File: config.mk
export PLATFORM = sky130hd
export DESIGN_NAME = enc_4x2_handshake_flat
export DESIGN_NICKNAME = d
export VERILOG_FILES = /design/src/rtl/enc_4x2_handshake_if.sv /design/src/rtl/enc_4x2_handshake.sv /design/src/flat_wrapper.sv
export SDC_FILE = /design/constraint.sdc
export NUM_CORES = 1
export LEC_CHECK = 0
export CORE_MARGIN = 2
export CORE_UTILIZATION = 25
export DETAILED_ROUTE_END_ITERATION = 10
export PLACE_DENSITY_LB_ADDON = 0.12
export SETUP_SLACK_MARGIN = 0.3
export SLEW_MARGIN = 5
export SYNTH_ARGS = -nofsm -noshare
export SYNTH_HDL_FRONTEND = slang
export SYNTH_SLANG_ARGS = --single-unit
File: constraint.sdc
create_clock -name clk -period 4.06 [get_ports clk]
set_input_delay 0.812 -clock clk [delete_from_list [all_inputs] [get_ports clk]]
set_output_delay 0.812 -clock clk [all_outputs]
set_load 0.02 [all_outputs]
File: src/rtl/enc_4x2_handshake_if.sv
// Handshake bundle between request sources, the 4-to-2 encoder and the code consumer.
// The master modport is the encoder side; slave is the source/consumer side.
interface enc_4x2_handshake_if;
    logic [3:0] req_i;
    logic       ready_i;
    logic [1:0] code_o;
    logic       valid_o;
    logic [3:0] pend_o;
    logic       multi_o;

    modport master (
        input  req_i,
        input  ready_i,
        output code_o,
        output valid_o,
        output pend_o,
        output multi_o
    );

    modport slave (
        output req_i,
        output ready_i,
        input  code_o,
        input  valid_o,
        input  pend_o,
        input  multi_o
    );
endinterface

File: src/rtl/enc_4x2_handshake.sv
// Sequential 4-to-2 priority encoder: collects requests and offers one code at a time over valid/ready.
// Define ENC_ROUND_ROBIN_EN for round-robin arbitration instead of fixed priority (PRIO_HIGH).
module enc_4x2_handshake #(
    parameter bit PRIO_HIGH = 1'b1
) (
    input  logic                        clk,
    input  logic                        rst_n,
    enc_4x2_handshake_if.master         bus
);

    typedef enum logic {
        IDLE  = 1'b0,
        OFFER = 1'b1
    } state_t;

    state_t     state;
    state_t     state_next;
    logic [3:0] pend;
    logic [3:0] pend_next;
    logic [3:0] gmask;
    logic [1:0] code;
    logic [1:0] code_next;
    logic [1:0] win;
    logic       multi;
    logic       hs;

    assign hs        = (state == OFFER) & bus.ready_i;
    assign gmask     = hs ? (4'b0001 << code) : 4'b0000;
    // A request on the bit being granted this cycle survives the clear.
    assign pend_next = (pend & ~gmask) | bus.req_i;

`ifdef ENC_ROUND_ROBIN_EN
    logic [1:0] rr;
    logic [1:0] rr_next;

    function automatic logic [1:0] winner_rr(input logic [3:0] p, input logic [1:0] start);
        logic       found;
        logic [1:0] idx;
        winner_rr = start;
        found     = 1'b0;
        for (int i = 0; i < 4; i++) begin
            idx = start + 2'(i);
            if (!found && p[idx]) begin
                winner_rr = idx;
                found     = 1'b1;
            end
        end
    endfunction

    assign rr_next = hs ? code + 2'd1 : rr;
    assign win     = winner_rr(pend_next, rr_next);

    always_ff @(posedge clk) begin
        if (!rst_n) begin
            rr <= 2'd0;
        end else begin
            rr <= rr_next;
        end
    end
`else
    // The last set bit visited in the scan order is the winner.
    function automatic logic [1:0] winner_fixed(input logic [3:0] p);
        winner_fixed = 2'd0;
        if (PRIO_HIGH) begin
            for (int i = 0; i < 4; i++) begin
                if (p[i]) winner_fixed = 2'(i);
            end
        end else begin
            for (int i = 3; i >= 0; i--) begin
                if (p[i]) winner_fixed = 2'(i);
            end
        end
    endfunction

    assign win = winner_fixed(pend_next);
`endif

    always_comb begin
        state_next = state;
        code_next  = code;
        case (state)
            IDLE: begin
                if (pend_next != 4'b0000) begin
                    state_next = OFFER;
                    code_next  = win;
                end
            end
            OFFER: begin
                if (hs) begin
                    if (pend_next != 4'b0000) begin
                        code_next = win;
                    end else begin
                        state_next = IDLE;
                    end
                end
            end
            default: begin
                state_next = IDLE;
            end
        endcase
    end

    always_ff @(posedge clk) begin
        if (!rst_n) begin
            state <= IDLE;
            pend  <= 4'b0000;
            code  <= 2'd0;
            multi <= 1'b0;
        end else begin
            state <= state_next;
            pend  <= pend_next;
            code  <= code_next;
            multi <= |(pend_next & (pend_next - 4'd1));
        end
    end

    assign bus.code_o  = code;
    assign bus.valid_o = (state == OFFER);
    assign bus.pend_o  = pend;
    assign bus.multi_o = multi;

endmodule

File: src/flat_wrapper.sv
// flat-port wrapper written by rule: the top's interface ports become plain ports
module enc_4x2_handshake_flat 
#(
    parameter bit PRIO_HIGH = 1'b1
)
  (clk, rst_n, bus_req_i, bus_ready_i, bus_code_o, bus_valid_o, bus_pend_o, bus_multi_o);
  enc_4x2_handshake_if bus_i ();
  input  logic clk;
  input  logic rst_n;
  input wire logic [$bits(bus_i.req_i)-1:0] bus_req_i;
  input wire logic [$bits(bus_i.ready_i)-1:0] bus_ready_i;
  output wire logic [$bits(bus_i.code_o)-1:0] bus_code_o;
  output wire logic [$bits(bus_i.valid_o)-1:0] bus_valid_o;
  output wire logic [$bits(bus_i.pend_o)-1:0] bus_pend_o;
  output wire logic [$bits(bus_i.multi_o)-1:0] bus_multi_o;
  assign bus_i.req_i = bus_req_i;
  assign bus_i.ready_i = bus_ready_i;
  assign bus_code_o = bus_i.code_o;
  assign bus_valid_o = bus_i.valid_o;
  assign bus_pend_o = bus_i.pend_o;
  assign bus_multi_o = bus_i.multi_o;
  enc_4x2_handshake #(.PRIO_HIGH(PRIO_HIGH)) u_core (.clk(clk), .rst_n(rst_n), .bus(bus_i));
endmodule
### Word level (Yosys, flattened, before mapping)

Cells that the tools add are included.

| word-level totals | value |
|---|---|
| register bits after elaboration | 8 |
| latch bits | 0 |
| RAM bits | 0 |
| memory bits (read-only) | 0 |
| input bits | 7 |
| output and inout bits | 8 |
| logic and storage cells | 25 |
| memories kept | 0 |

| cells by class | value |
|---|---|
| $add $sub $neg | 1 |
| multipliers | 0 |
| div/mod/pow operators | 0 |
| $lt $le $gt $ge | 0 |
| equal/unequal tests | 1 |
| shift operators | 1 |
| mux-type cells | 10 |
| bitwise operators | 6 |
| reductions and logical operators | 2 |

Operators by type and width:

| cell | number |
|---|---|
| 4-bit AND | 2 |
| 2-bit two-way mux | 4 |
| 4-bit two-way mux | 1 |
| 4-bit NOT | 1 |
| 4-bit OR | 1 |
| 2-bit one-hot mux with 2 select lines | 1 |
| 4-bit nonzero test | 1 |
| 4-bit OR reduction | 1 |
| 1-bit by 2-bit << shifter with 4-bit output (first input constant) | 1 |
| 4-bit by 1-bit subtractor with 4-bit output (second input constant) | 1 |
| 1-bit two-way mux | 3 |
| 2-bit inequality test (second input constant) | 1 |
| 1-bit one-hot mux with 2 select lines | 1 |
| 1-bit AND | 1 |
| 1-bit NOT | 1 |

### Depth between registers and ports, before layout

Gate-level depths: netlist (run 1).

| logic depth | value |
|---|---|
| depth in word-level cells | 11 |
| gate-level depth with buffers | 4 |
| mapped depth without buffers | 4 |

### Worst setup path after synthesis (run 1)

Ideal clock, no wire load.

| path | value |
|---|---|
| path type | input-to-reg |
| from | in bus_ready_i |
| to | reg u_core.code[0], in the netlist u_core.bus.code_o[0] |
| library setup time | 119 ps |
| data arrival time | 1570 ps |
| data required time | 3941 ps |
| setup slack | 2372 ps |
| stages | 4 |
| path buffers | 0 |
| cells stage by stage | nand4bb_1 > a21oi_2 > a41oi_1 > o221a_1 |

| between the ends | value |
|---|---|
| longest elaborated chain between the ends | 11 |
| elaborated cells between the ends (all ways) | 13 |
| those cells by class | eq/ne: 1; mux: 7; bitwise: 4; reduce/logical: 1 |

RTL lines:

| item | RTL line | text |
|---|---|---|
| start: declaration | flat_wrapper.sv:11 | `input wire logic [$bits(bus_i.ready_i)-1:0] bus_ready_i;` |
| 1-bit AND (*) | enc_4x2_handshake.sv:27 | `assign hs = (state == OFFER) & bus.ready_i;` |
| 4-bit two-way mux | enc_4x2_handshake.sv:28 | `assign gmask = hs ? (4'b0001 << code) : 4'b0000;` |
| 4-bit NOT | enc_4x2_handshake.sv:30 | `assign pend_next = (pend & ~gmask) \| bus.req_i;` |
| 4-bit AND | enc_4x2_handshake.sv:30 |  |
| 4-bit OR | enc_4x2_handshake.sv:30 |  |
| 1-bit two-way mux | enc_4x2_handshake.sv:66 | `if (p[i]) winner_fixed = 2'(i);` |
| 2-bit two-way mux (2 in a row) | enc_4x2_handshake.sv:66 |  |
| 2-bit two-way mux | enc_4x2_handshake.sv:83, enc_4x2_handshake.sv:90 |  |
| 2-bit two-way mux | enc_4x2_handshake.sv:89 | `if (hs) begin` |
| 2-bit one-hot mux with 2 select lines | enc_4x2_handshake.sv:81 | `case (state)` |
| end signal: assignment | enc_4x2_handshake.sv:112 | `code <= code_next;` |
| end: declaration | enc_4x2_handshake.sv:21 | `logic [1:0] code;` |

Every way passes the cells marked *; elsewhere a longest branch is shown, timed or not. The select of a mux whose other input is x is not followed.
A chain may end at the register's enable or synchronous reset.

### Final worst setup path (run 1)

| path | value |
|---|---|
| from | reg u_core.state, in the netlist u_core.bus.valid_o |
| to | out bus_valid_o |

RTL lines:

| item | RTL line | text |
|---|---|---|
| start: declaration | enc_4x2_handshake.sv:16 | `state_t state;` |
| start signal: assignment | enc_4x2_handshake.sv:110 | `state <= state_next;` |
| end: declaration | flat_wrapper.sv:13 | `output wire logic [$bits(bus_i.valid_o)-1:0] bus_valid_o;` |

No word-level cell between the ends.

==> reports/metrics.sh, run 1 <==
SLEW_VIOLATIONS=0
SYNTH_ENABLE_FLOP_CELLS=0
PERIOD_SHARE=0.5248
CLK-INSERTION-DELAY-LATE_PS=260
SYN_NETS=44
WORST_MARGIN_PIN_SLEW_PS=302.2
SYNTH_AREA_PER_CELL_UM2=10.35
ROWS=14
VIAS_PER_STD_CELL=5.171
CLKSINKCOUNT=8
SYNTH.YOSYS.SEQ_AREA_SHARE=0.4183
WIRE_LENGTH_OF_THE_FIRST_GLOBAL_ROUTING_PASS_UM=1511
CTS_TREE='yes'
IOS=15
FINAL_ANTENNA_NET_COUNT=0
DETAILEDROUTE.FIRSTITERATIONVIOLATIONS=3
DESIGN.DIE.AREA_UM2=1861
SYNTH_CELL_TYPES=22
SETUP-TNS-FINAL_PS=0
CRIT_REQUIRED_PS=3250
STARTING_DENSITY_OF_THE_CORE=0.2602
POST_CTS.RESIZED_INSTANCES=0
ROUTED_WIRELENGTH_UM=895
DRIVE_GT1_FRAC=0.2222
WORST_HOLD_PATH_TYPE='register to register'
CORE_AREA_UM2=1471
POST_SYNTH_MAIN_AREA_CONTRIBUTORS='sky130_fd_sc_hd__dfxtp_1 (42%), sky130_fd_sc_hd__a21oi_2 (6.9%), sky130_fd_sc_hd__nand4b_1 (4.6%)'
TIMING.MAX_CAP.VIOLATIONS=0
NETLIST_AREA_UM2=382.9
FINISH.UTILIZATION=0.3844
TOTAL_ITERATIONS_OF_THE_FIRST_DETAILED_ROUTING_RUN=4
FINALHOLDVIOLATIONS=0
GRT_START_MAX_NET_PINS=8
GRT_SETUP_UNREPAIRED='no'
POWER.DENSITY_nW_PER_UM2=357.7
YOSYS_WARN_COUNT=0
POSTCTSHOLDBUFS=0
WORST_CLOCK_SKEW_PS=2.035
CTS_HTREE_LEVELS=1
COUNT_OF_FILLER_CELLS_INSERTED_IN_THE_LAYOUT=156
REGAREA_UM2=160.2
DIE_HEIGHT_UM=43.14
SYNTH.TOP_CELL.AREA_SHARE=0.4183
CRITICAL-PATH-TOP-DELAY-FAMILY='buffers and inverters'
TIMING.FINAL.CRIT_PERIOD_PS=2131
TIMING.MAX_SLEW.REL_SLACK=0.7986
YOSYS.CELL_COUNT.TOP_TYPE='sky130_fd_sc_hd__dfxtp_1'
FIRST_GLOBAL_VIAS=342
GP_CONGESTION=0.8365
NUMBER_OF_BUFFERS_AND_INVERTERS_ON_THE_CRITICAL_PATH=1
OUTCOME='completed'
CTS_BUF_COUNT=3
FINALSETUPVIOLCOUNT=0
IRDROPWORSTVDD_mV=0.1578
CTS_SETUP_BUFFERS=0
NETS=63
DR_TOTAL_VIAS=362
DRC_ERRORS=0
DIE_WIDTH_UM=43.14
POWER.LEAKAGE_nW=0.2061
CP-START-KIND='register'
SYNTHTOPCELLSBYCOUNT='sky130_fd_sc_hd__dfxtp_1 (8), sky130_fd_sc_hd__nor2_1 (4), sky130_fd_sc_hd__a21oi_2 (3)'
ANTENNA_FOUND_INITIAL=0
ROUTEDWLPERCELL_UM=12.79
SEQUENCE_OF_CELLS_ON_THE_CRITICAL_PATH='clkdlybuf4s50_1'
MULTIINPUTGATEAREA_UM2=215.2
CLK_PIN_SLEW_WORST_PATHS_PS=50
CTS_ROOT_BUFFER='sky130_fd_sc_hd__clkbuf_4'
POST-SYNTH-TOP-AREA-CELL='sky130_fd_sc_hd__dfxtp_1'
FMAX_MHz=469.3
POST_SYNTH_INST_COUNT=37
BUFFER_PORTS.INSERTED=14
GRT_USAGE=0.1119
SYNTH-ASYNC-RESET-RATIO=0
YS_DOMINANT_REG_CELL='sky130_fd_sc_hd__dfxtp_1'
WORST_PATH_LARGEST_CELL_DELAY_PS=640
WORST_PATH_MAX_DELAY_CELL='sky130_fd_sc_hd__clkdlybuf4s50_1'
YS_SEQ_ELEMENTS=8
WORST-SETUP-PATH-TYPE='register to output port'
DIODES=0
LAYOUT-AREA-OVERHEAD-VS-SYNTH_PCT=47.71
POST-DP-HPWL_UM=710.7
WORST-PATH-MAX-FANOUT=7
GRT_OVERFLOW=0
TIMING.CRITICAL_PATH.ARRIVAL_PS=1320
CTS.PATH.MAX_BUFFERS=2
ENDPOINT_KIND='output port'
==> stage by stage <==
step | hold slack [ps] | power, W | cell area [um^2] | cells | setup WS [ps]
after floorplan | 648.8 | 0.0001183 | 382.9 | 37 | 2372
after global placement | 526.7 | 0.0001417 | 543.0 | 67 | 1718
after detailed placement | 537.8 | 0.0001422 | 543.0 | 67 | 1669
after CTS | 552.2 | 0.0002038 | 565.5 | 70 | 1923
after global routing | 568.6 | 0.0002092 | 565.5 | 70 | 1822
final | 551.0 | 0.0002023 | 565.5 | 70 | 1929
==> registers in the layout, indices dropped and copies added, names as in the netlist <==
signal,flops
u_core.bus.code_o,2
u_core.bus.valid_o,1
u_core.bus.multi_o,1
u_core.bus.pend_o,4
==> final cells by class <==
cell class / count / area share
timing repair buffer: 14 / 0.2478
inverter: 2 / 0.01327
tap: 16 / 0.03540
clock buffer: 3 / 0.03982
sequential: 8 / 0.2832
multi-input combinational: 27 / 0.3805
==> logic make-up after synthesis <==
| family | synth area share |
|---|---|
| AO/OA/AOI/OAI | 0.3170 |
| adder cells (fa/ha/maj) | 0.02941 |
| buffers and inverters | 0.01962 |
| flip-flops | 0.4183 |
| AND/OR/NAND/NOR | 0.2157 |
==> where the power goes <==
part | leakage [nW] | total, W | switching (W) | internal [W]
clock network | 0.0138 | 0.0000619 | 0.0000281 | 0.0000339
registers | 0.0672 | 0.0000912 | 0.00000620 | 0.0000850
logic | 0.125 | 0.0000492 | 0.0000236 | 0.0000256
==> layer usage <==
| layer | up-vias | GRT usage | wire length [um] | part of all wire |
|---|---|---|---|---|
| li1 | 176 | - | - | - |
| met1 | 169 | 0.1392 | 412 | 0.46 |
| met2 | 12 | 0.1612 | 396 | 0.44 |
| met3 | 5 | 0.02553 | 55 | 0.061 |
| met4 | 0 | 0.09091 | 31 | 0.035 |
| met5 | - | 0 | 0 | 0 |
==> layout by cell type, fill, tap and decap left out, types with 2 or more instances in the layout <==
cell,synthesis,final
sky130_fd_sc_hd__clkdlybuf4s50_1,0,14
sky130_fd_sc_hd__dfxtp_1,8,8
sky130_fd_sc_hd__nor2_1,4,4
sky130_fd_sc_hd__a21oi_2,3,3
sky130_fd_sc_hd__clkbuf_4,0,3
sky130_fd_sc_hd__nand4b_1,2,2
sky130_fd_sc_hd__nand4_1,2,2
sky130_fd_sc_hd__inv_1,2,2
==> final timing paths <==
kind                                           start                    to  slack (ps)  cells after the start
worst max-delay path              u_core.bus.valid_o           bus_valid_o        1930                      1
worst min register to register  u_core.bus.pend_o[1]  u_core.bus.pend_o[1]         550                      2
worst max register to register  u_core.bus.code_o[1]  u_core.bus.code_o[0]        2620                      4
worst min-delay path            u_core.bus.pend_o[1]  u_core.bus.pend_o[1]         550                      2
No activity file was read; power rests on OpenSTA's default activity.
==> inputs of run 2 (changes only) <==
- clock period: 4.06 -> 2.2 ns (I/O delays scaled with it)
==> reports/metrics.sh, run 2 (synthesized netlist as in run 1, its figures left out) <==
CTS_ROOT_BUFFER='sky130_fd_sc_hd__clkbuf_4'
FINALSETUPVIOLCOUNT=0
GRT_OVERFLOW=0
TIMING.CRITICAL_PATH.ARRIVAL_PS=1370
CTS_SETUP_BUFFERS=0
WORST_PATH_MAX_DELAY_CELL='sky130_fd_sc_hd__clkdlybuf4s50_1'
LARGEST_REGISTER_FFS=4
TOP_LAYER='met4'
CTS.PATH.MAX_BUFFERS=2
DR_TOTAL_VIAS=374
WIRE_LENGTH_OF_THE_FIRST_GLOBAL_ROUTING_PASS_UM=1428
POWER.LEAKAGE_nW=0.2076
POWER.DENSITY_nW_PER_UM2=654.9
MOST-COMMON-LAYOUT-CELLS='sky130_fd_sc_hd__clkdlybuf4s50_1 (14), sky130_fd_sc_hd__dfxtp_1 (8), sky130_fd_sc_hd__nor2_1 (4)'
CLK_PIN_SLEW_WORST_PATHS_PS=50
ANTENNA_FOUND_INITIAL=0
WORST-PATH-MAX-FANOUT=7
TIMING.MAX_CAP.VIOLATIONS=0
TOTAL_ITERATIONS_OF_THE_FIRST_DETAILED_ROUTING_RUN=4
LAYOUT-AREA-OVERHEAD-VS-SYNTH_PCT=49.67
ROUTE.MET3.WL_UM=89
ROUTED_WIRELENGTH_UM=992
WORST_HOLD_PATH_TYPE='register to register'
STARTING_DENSITY_OF_THE_CORE=0.2602
ROWS=14
MET1WIRELENGTH_UM=438
CP-START-KIND='register'
ROUTEDWLPERCELL_UM=14.17
DIE_HEIGHT_UM=43.14
VIAS_PER_STD_CELL=5.343
CRIT_REQUIRED_PS=1760
POST-DP-HPWL_UM=717.9
CTS_TREE='yes'
CLK-INSERTION-DELAY-LATE_PS=260
SLEW_VIOLATIONS=0
PERIOD_SHARE=0.8226
MOSTFREQUENTLAYOUTCELL='sky130_fd_sc_hd__clkdlybuf4s50_1'
TIMING.MAX_SLEW.REL_SLACK=0.7919
OUTCOME='completed'
GP_CONGESTION=0.8609
COUNT_OF_FILLER_CELLS_INSERTED_IN_THE_LAYOUT=155
NUMBER_OF_BUFFERS_AND_INVERTERS_ON_THE_CRITICAL_PATH=1
DRIVE_GT1_FRAC=0.2222
BUFFER_PORTS.INSERTED=14
WORST_CLOCK_SKEW_PS=4.453
WORST_PATH_LARGEST_CELL_DELAY_PS=650
DIE_WIDTH_UM=43.14
FINALHOLDVIOLATIONS=0
WORST-SETUP-PATH-TYPE='register to output port'
ENDPOINT_KIND='output port'
MET2ROUTEDLENGTH_UM=426
DETAILEDROUTE.FIRSTITERATIONVIOLATIONS=8
CLKSINKCOUNT=8
FMAX_MHz=552.6
CTS_BUF_COUNT=3
GRT_START_MAX_NET_PINS=8
IRDROPWORSTVDD_mV=0.3914
MIN_HOLD_SLACK_PS=540.6
FIRST_GLOBAL_VIAS=356
TIMING.FINAL.CRIT_PERIOD_PS=1810
CRITICAL-PATH-TOP-DELAY-FAMILY='buffers and inverters'
GRT_SETUP_UNREPAIRED='no'
NETS=63
GRT_USAGE=0.1091
SETUP-TNS-FINAL_PS=0
DRC_ERRORS=0
IOS=15
DIODES=0
DESIGN.DIE.AREA_UM2=1861
CORE_AREA_UM2=1471
FINAL_ANTENNA_NET_COUNT=0
SEQUENCE_OF_CELLS_ON_THE_CRITICAL_PATH='clkdlybuf4s50_1'
CTS_HTREE_LEVELS=1
WORST_MARGIN_PIN_SLEW_PS=312.1
==> run 2: cell counts in the layout (fill, tap and decap cells not counted) <==
No cell type changed its count.
==> run 2: routing by layer <==
metal,vias up,global-route usage
met3,5,0.02979
met5,-,0
met1,172,0.1179
met2,21,0.1642
li1,176,-
met4,0,0.1091
==> run 2: worst min-delay path, stage by stage, from the launching register on <==
cell and delay [ps]:
sky130_fd_sc_hd__dfxtp_1 330, sky130_fd_sc_hd__a21oi_2 100, sky130_fd_sc_hd__nor2_1 70
==> run 2: worst paths after layout <==
check,slack [ps],endpoint,start,cells after the start
max,390,bus_valid_o,u_core.bus.valid_o,1
min,540,u_core.bus.pend_o[1],u_core.bus.pend_o[1],2
max reg2reg,730,u_core.bus.code_o[0],u_core.bus.valid_o,4
min reg2reg,540,u_core.bus.pend_o[1],u_core.bus.pend_o[1],2
==> run 2: metrics by stage <==
step	util	worst slack (ps)	instances	total power (W)	instance area, um^2
floorplan	-	783.1	37	0.0002184	382.9
global placement	0.3690	201.5	67	0.0002617	543.0
detailed placement	0.3690	143.3	67	0.0002633	543.0
CTS	0.3844	390.8	70	0.0003756	565.5
global route	0.3895	324.1	70	0.0003905	573.1
finish	0.3895	390.3	70	0.0003753	573.1
==> run 2: where the power goes <==
group / switching [W] / internal [W]
combinational: 0.0000448 / 0.0000479
sequential: 0.0000132 / 0.000157
clock: 0.0000502 / 0.0000624
total: 0.000108 / 0.000267
==> run 2: final cells by class <==
class / instances / area, um^2 / share of cell area
timing repair buffer: 14 / 140.1 / 0.2445
inverter: 2 / 7.507 / 0.01310
sequential: 8 / 160.2 / 0.2795
multi-input combinational: 27 / 222.7 / 0.3886
tap: 16 / 20.02 / 0.03493
clock buffer: 3 / 22.52 / 0.03930
==> run 2: what timing repair did <==
action / in CTS / in global routing
endpoints found under the setup margin: 0 / 2
hold buffers: 0 / 0
resized for setup: 0 / 1
==> inputs of run 3 (changes only) <==
- clock period: 2.2 -> 1.9 ns (I/O delays scaled with it)
==> reports/metrics.sh, run 3 (synthesized netlist as in run 1, its figures left out) <==
SETUP.WORST_PATH.START='u_core.bus.multi_o'
TOTAL_ITERATIONS_OF_THE_FIRST_DETAILED_ROUTING_RUN=4
NUMBER_OF_BUFFERS_AND_INVERTERS_ON_THE_CRITICAL_PATH=1
CLKSINKCOUNT=8
ROUTED_WIRELENGTH_UM=957
GRT_USAGE=0.1259
GP_CONGESTION=0.7610
CTS_ROOT_BUFFER='sky130_fd_sc_hd__clkbuf_4'
WORST_CLOCK_SKEW_PS=4.445
TIMING.MAX_CAP.VIOLATIONS=0
TIMING.FINAL.CRIT_PERIOD_PS=1514
SLEW_VIOLATIONS=0
PLACE_WS_PS=-75.45
ROUTEDWLPERCELL_UM=13.11
POWER.NET_SWITCHING_W=0.0001213
POST-ROUTE-CELL-AREA_UM2=585.6
CRITPATHCAPTURE='bus_multi_o'
ENDPOINT_KIND='output port'
PWR-SHARE-CLK=0.301
DPL_CELL_AREA_UM2=565.5
FINALWORSTSETUPSLACK_PS=385.5
CLK_PIN_SLEW_WORST_PATHS_PS=60
DETAILEDROUTE.FIRSTITERATIONVIOLATIONS=8
WORST_PATH_MAX_DELAY_CELL='sky130_fd_sc_hd__clkdlybuf4s50_1'
DRIVE_GT1_FRAC=0.2632
WORSTREG2REGSTART='u_core.bus.code_o[1]'
IOS=15
GRT_OVERFLOW=0
WIRE_LENGTH_OF_THE_FIRST_GLOBAL_ROUTING_PASS_UM=1662
FIRST_GLOBAL_VIAS=363
CRITICAL-PATH-TOP-DELAY-FAMILY='buffers and inverters'
MOST-COMMON-LAYOUT-CELLS='sky130_fd_sc_hd__dfxtp_1 (8), sky130_fd_sc_hd__dlygate4sd2_1 (6), sky130_fd_sc_hd__clkdlybuf4s50_1 (6)'
DIE_WIDTH_UM=43.14
PWR-SHARE-COMB=0.245
CTS_HTREE_LEVELS=1
CTS_BUF_COUNT=3
CELLINTERNALPOWER_W=0.0003068
PERIOD_SHARE=0.7971
TIMING.CRITICAL_PATH.ARRIVAL_PS=1130
WORST_PATH_LARGEST_CELL_DELAY_PS=590
LAYOUT-AREA-OVERHEAD-VS-SYNTH_PCT=52.94
DESIGN.DIE.AREA_UM2=1861
FINALSETUPVIOLCOUNT=0
ROWS=14
CTS_TREE='yes'
FMAX_MHz=660.3
BUFFER_PORTS.INSERTED=14
FINALHOLDVIOLATIONS=0
DR_TOTAL_VIAS=354
CRIT_REQUIRED_PS=1520
POWER.SHARE.SWITCHING=0.2834
POWER_FRAC_SEQ=0.454
MIN_HOLD_SLACK_PS=547.4
ANTENNA_FOUND_INITIAL=0
POST-DP-HPWL_UM=753.2
COUNT_OF_FILLER_CELLS_INSERTED_IN_THE_LAYOUT=164
CORE_AREA_UM2=1471
MOSTFREQUENTLAYOUTCELL='sky130_fd_sc_hd__dfxtp_1'
IRDROPWORSTVDD_mV=0.4812
POSTCTSHOLDBUFS=0
DRC_ERRORS=0
CLK-INSERTION-DELAY-LATE_PS=250
RR_WORST_DEPTH=4
REGTOREGENDPOINT='u_core.bus.code_o[0]'
DIODES=0
SEQUENCE_OF_CELLS_ON_THE_CRITICAL_PATH='clkdlybuf4s50_1'
POWER.LEAKAGE_nW=0.2586
CP-START-KIND='register'
WORST-PATH-MAX-FANOUT=1
GRT_SETUP_UNREPAIRED='no'
TIMING.REG2REG.SETUP_SLACK_PS=520
CP.DEPTH=1
NETS=66
STARTING_DENSITY_OF_THE_CORE=0.2602
VIAS_PER_STD_CELL=4.849
WORST-SETUP-PATH-TYPE='register to output port'
TIMING.MAX_SLEW.REL_SLACK=0.8173
OUTCOME='completed'
LARGEST_REGISTER_FFS=4
WORST_HOLD_PATH_TYPE='register to register'
DIE_HEIGHT_UM=43.14
GRT_START_MAX_NET_PINS=8
CTS.PATH.MAX_BUFFERS=2
FINAL_ANTENNA_NET_COUNT=0
POWER.DENSITY_nW_PER_UM2=731.1
WORST_MARGIN_PIN_SLEW_PS=274.1
## run 3: worst min-delay path by stage
stage | startpoint | slack (ps) | to | depth (start not counted)
final | u_core.bus.pend_o[1] | 550 | u_core.bus.pend_o[1] | 2
after global routing | u_core.bus.pend_o[1] | 600 | u_core.bus.pend_o[1] | 2
after CTS | u_core.bus.pend_o[1] | 560 | u_core.bus.pend_o[1] | 2
after detailed placement | u_core.bus.pend_o[1] | 540 | u_core.bus.pend_o[1] | 2
after global placement | u_core.bus.pend_o[1] | 520 | u_core.bus.pend_o[1] | 2
after floorplan | rst_n | 500 | u_core.bus.valid_o | 1
## run 3: layout make-up
class | instances | area, um^2 | area share
Multi-Input combinational cell | 27 | 215.2 | 0.3675
Sequential cell | 8 | 160.2 | 0.2735
Tap cell | 16 | 20.02 | 0.03419
Timing Repair Buffer | 17 | 160.2 | 0.2735
Inverter | 2 | 7.507 | 0.01282
Clock buffer | 3 | 22.52 | 0.03846
## run 3: metrics by stage
stage | TNS (ps) | util | power (W) | cells
final | 0 | 0.3980 | 0.0004281 | 73
after floorplan | 0 | - | 0.0002529 | 37
after global routing | 0 | 0.3980 | 0.0004595 | 73
after CTS | 0 | 0.3946 | 0.0004390 | 73
after detailed placement | -113.2 | 0.3844 | 0.0003113 | 70
after global placement | -6.459 | 0.3844 | 0.0003089 | 70
## run 3: routing by layer
metal	share of wire	wire length (um)	GRT usage	vias up
li1	-	-	-	182
met1	0.45	430	0.1550	157
met2	0.48	456	0.1791	13
met3	0.062	59	0.08085	2
met4	0.010	10	0.03636	0
met5	0	0	0	-
## run 3: timing repair
action / in CTS / in global routing
pin swaps: 1 / 0
hold endpoints to repair: 0 / 0
setup endpoints to repair: 9 / 2
resized for setup: 6 / 2
buffers inserted: 0 / 0
## run 3: power groups by stage
stage	clock network (W)	registers [W]	logic, W
6_report	0.000129	0.000194	0.000105
5_1_grt	0.000149	0.000197	0.000114
4_1_cts	0.000137	0.000195	0.000107
3_5_place_dp	0	0.000199	0.000113
3_3_place_gp	0	0.000197	0.000112
2_1_floorplan	0	0.000213	0.0000399
